### src/rtl/serial_subtractor.sv
// Bit-serial W-bit subtractor (diff = a - b, LSB first) through one full-subtractor cell and a borrow flop.
// Result valid W+1 cycles after the accepting edge; start is ignored while busy, with no queueing.
module serial_subtractor #(
  parameter int W = 4
) (
  input  logic         clk,
  input  logic         rst,
  input  logic         start,
  input  logic [W-1:0] a,
  input  logic [W-1:0] b,
  output logic         busy,
  output logic         done,
  output logic [W-1:0] diff,
  output logic         borrow_out
);

  localparam int CW = $clog2(W + 1);
  localparam logic [CW-1:0] LAST = CW'(W - 1);

  localparam logic [1:0] IDLE = 2'd0;
  localparam logic [1:0] RUN  = 2'd1;
  localparam logic [1:0] DONE = 2'd2;

  logic [1:0]    state_q, state_d;
  logic [W-1:0]  sa_q, sa_d;
  logic [W-1:0]  sb_q, sb_d;
  logic [W-1:0]  diff_q, diff_d;
  logic [CW-1:0] cnt_q, cnt_d;
  logic          borrow_q, borrow_d;
  logic          borrow_out_q, borrow_out_d;
  logic          dbit;
  logic          bnext;

  always_comb begin
    dbit  = sa_q[0] ^ sb_q[0] ^ borrow_q;
    bnext = (~sa_q[0] & sb_q[0]) | (~(sa_q[0] ^ sb_q[0]) & borrow_q);

    state_d      = state_q;
    sa_d         = sa_q;
    sb_d         = sb_q;
    diff_d       = diff_q;
    cnt_d        = cnt_q;
    borrow_d     = borrow_q;
    borrow_out_d = borrow_out_q;

    case (state_q)
      IDLE, DONE: begin
        // DONE accepts a new start so results can run back-to-back.
        if (start) begin
          sa_d         = a;
          sb_d         = b;
          borrow_d     = 1'b0;
          cnt_d        = '0;
          diff_d       = '0;
          borrow_out_d = 1'b0;
          state_d      = RUN;
        end else begin
          state_d = IDLE;
        end
      end
      RUN: begin
        sa_d          = sa_q >> 1;
        sb_d          = sb_q >> 1;
        diff_d        = diff_q >> 1;
        diff_d[W-1]   = dbit;
        borrow_d      = bnext;
        cnt_d         = cnt_q + CW'(1);
        if (cnt_q == LAST) begin
          borrow_out_d = bnext;
          state_d      = DONE;
        end
      end
      default: state_d = IDLE;
    endcase
  end

  always_ff @(posedge clk or posedge rst) begin
    if (rst) begin
      state_q      <= IDLE;
      sa_q         <= '0;
      sb_q         <= '0;
      diff_q       <= '0;
      cnt_q        <= '0;
      borrow_q     <= 1'b0;
      borrow_out_q <= 1'b0;
    end else begin
      state_q      <= state_d;
      sa_q         <= sa_d;
      sb_q         <= sb_d;
      diff_q       <= diff_d;
      cnt_q        <= cnt_d;
      borrow_q     <= borrow_d;
      borrow_out_q <= borrow_out_d;
    end
  end

  assign busy       = (state_q == RUN);
  assign done       = (state_q == DONE);
  assign diff       = diff_q;
  assign borrow_out = borrow_out_q;

endmodule

### config.mk
export PLATFORM = sky130hd
export DESIGN_NAME = serial_subtractor
export DESIGN_NICKNAME = d
export VERILOG_FILES = /design/src/rtl/serial_subtractor.sv
export SDC_FILE = /design/constraint.sdc
export NUM_CORES = 1
export LEC_CHECK = 0
export ABC_AREA = 1
export CORE_AREA = 2 2 46 48
export DETAILED_ROUTE_END_ITERATION = 10
export DIE_AREA = 0 0 48 50
export PLACE_DENSITY = 0.78
export SLEW_MARGIN = 20
export SYNTH_ARGS = -nofsm -noshare
export SYNTH_HDL_FRONTEND = slang
export SYNTH_SLANG_ARGS = --single-unit
### constraint.sdc
create_clock -name clk -period 1.8 [get_ports clk]
set_input_delay 0.36 -clock clk [delete_from_list [all_inputs] [get_ports clk]]
set_output_delay 0.36 -clock clk [all_outputs]
set_load 0.005 [all_outputs]
==> results.md <==
* Post-Synthesis Cells at 115
* Share of cells above drive strength 1 at 0.139
* Hold Path Class: in -> async
* CTS clk-pin slew, worst paths at 0.11 ns
* Vias per inst at 4.50
* Antenna Nets Post-Route at 0
* Clock tree buffer depth at 2
* IO Pins at 18
* Combinational share of power at 0.520
* Antenna violations before repair at 0
* Post-synth top area share at 0.492
* Clock Skew at 0.00220 ns
* Cell Count, Final, Fillers Out at roughly 160
* Clk sinks at 19
* CTS tree: yes
* Core area at approximately 1900 sq um
* Syn_nets at roughly 130
* Die outline width at 48 um
* Cts hold-fix bufs at 0
* CTS Root Cell: clkbuf_4
* Crit-path leading delay family: buffers and inverters
* Final Hold Vio Count at 0
* Placed Instances at 159
* Final Cycle Share at 0.952
* Dpl ws at 0.333 ns
* Crit path max fanout at 9
* RSZ-0062 raised after global routing: no
* Worst EP required at 1.44 ns
* Avg Inst Size Synth at 8.40 sq um
* GRT overflow at 0
* GP Congestion at a little over 0.8
* Pwr dens at 1680 nW/um^2
* Die height at 50 um
* Diode count at 0
* Setup TNS at 0 ns
* Worst-Margin Slew at 0.273 ns
* Hpwl dp at 1.33 mm
* Die area at 2400 sq um
* Post-synthesis cell type count at 18
* Gr usage total at 0.175
* Worst setup EP type: output port
* Synth Warn # at 0
* Max Cap Viol at 0
* Cell row count at 16
* Startpoint class of the critical path: flip-flop
* CTS Buf Count at 3
* Critical-path cell list: inv_2 -> nor2_1 -> clkdlybuf4s50_1
* Vias post-DR at 738
* Setup-failing EPs final at 0
* Setup WS post-layout at 0.0864 ns
* WL per Instance at around 11 um
* Switching Fraction at 0.418
* Max-Slew Margin vs Limit at 0.818
* Area delta synth->final at 22.9%
* Port bufs at 17
* Worst EP arrival at about 1.4 ns
* First-pass GRT wire length at between 3 and 4 mm
* Starting Density at 0.508
* Lkg Pwr at 0.651 nW
* Drt total wl at roughly 1.8 mm
* Internal at 1.16 mW
* Critical path's slowest cell: clkdlybuf4s50_1
* Dpl cell area at 1150 sq um
* Nets at 152
* CP bufs+invs at 2
* Crit-path max cell delay at 0.50 ns
* Core Util, Final at 0.624
* DRC at 0
* Clk pwr share at 0.108
* Initial DRC count at 17
* Cell taking the most area after synthesis: dfrtp_1
* Clk_lat worst skew at 0.29 ns
* Final min period at 1.71 ns
* Final max-slew violation count at 0
* DR pass1 iterations at 4
* Critical path class: reg -> out
* Synth Register Bits at 19
* Switching component of the power at between 800 and 900 uW
* Status: completed
* Vias in the first global route at 699
* Fmax at a little under 600 MHz
* Max IR drop VDD at about 1.1 mV
* Cell area after layout at 1190 sq um
* Synth top area cells: dfrtp_1 (49%), nand2_1 (15%), inv_1 (7.4%)
* Reg power frac at 0.372
* Post-synthesis sequential area ratio at 0.492
* Synthesized area at 966 sq um
* Pin count of the biggest net entering global routing at 14
* H-tree lvl count at 1
-- timing repair --
item | 4_1_cts | 5_1_grt
gates resized for setup | 1 | 0
setup endpoints to repair | 1 | 1
pin swaps | 0 | 0
gates cloned | 0 | 0
endpoints found under the hold margin | 0 | 0
setup buffers | 0 | 1
-- final timing paths --
check                      startpoint    endpoint  depth (start not counted)  slack, ns
hold / removal                    rst  borrow_out                          2       0.28
max in group asynchronous         rst     sb_q[2]                          3       1.06
setup / recovery           state_q[1]        done                          3       0.09
min in group clk              diff[0]     diff[0]                          2       0.48
setup reg to reg             cnt_q[0]    cnt_q[2]                          4       0.51
hold reg to reg               diff[0]     diff[0]                          2       0.48
-- Yosys cell counts, drive strengths merged --
cell / number
a21oi: 1
buf: 4
dfrtp: 19
fa: 1
ha: 2
inv: 22
nand2: 42
nand3: 14
nor2: 4
o21ai: 4
or2: 2
-- cell families after synthesis --
logic type                 share of synthesized area
AOI/OAI and AO/OA                             0.0415
adders and majority gates                     0.0466
buffers and inverters                          0.135
DFF                                            0.492
and+or+nand+nor                                0.285
-- registers in the layout, indices dropped and copies added (netlist names) --
| signal | cells |
|---|---|
| sa_q | 4 |
| borrow_q | 1 |
| state_q | 2 |
| cnt_q | 3 |
| sb_q | 4 |
| diff | 4 |
| borrow_out | 1 |
-- power by group through the flow --
stage / Sequential (mW) / Clock (mW) / Combinational, mW
floorplan: 0.726 / 0 / 0.809
global placement: 0.747 / 0 / 1.02
detailed placement: 0.753 / 0 / 1.05
CTS: 0.744 / 0.222 / 1.04
global route: 0.766 / 0.237 / 1.21
finish: 0.744 / 0.216 / 1.04
-- cell usage in the layout (no fill, tap or decap), types with 2 or more instances in the layout --
master	instances
inv_2	2
buf_4	5
nor2_1	3
dfrtp_1	19
nand2_1	39
nand2_4	2
nand3_1	14
inv_1	19
clkdlybuf4s50_1	16
o21ai_2	3
ha_1	2
clkbuf_4	3
-- through the flow --
| stage | total power [mW] | hold WS, ns |
|---|---|---|
| after floorplan | 1.54 | 0.311 |
| after global placement | 1.76 | 0.453 |
| after detailed placement | 1.80 | 0.457 |
| after CTS | 2.01 | 0.287 |
| after global routing | 2.21 | 0.309 |
| final | 2.00 | 0.284 |
-- cell type report --
type | count | area [sq um]
sequential | 19 | 475
clock buffer | 4 | 26.3
fill | 170 | 714
timing repair buffer | 22 | 206
multi-input combinational | 70 | 360
tap | 27 | 33.8
inverter | 22 | 85.1
-- layer usage --
metal | part of all wire | global-route usage | wire (um)
met5 | 0 | 0 | 0
met4 | 0 | 0.0541 | 0
met3 | 0.034 | 0.0330 | 61
met2 | 0.48 | 0.284 | 846
met1 | 0.49 | 0.228 | 864
No activity file was read; power rests on OpenSTA's default activity.
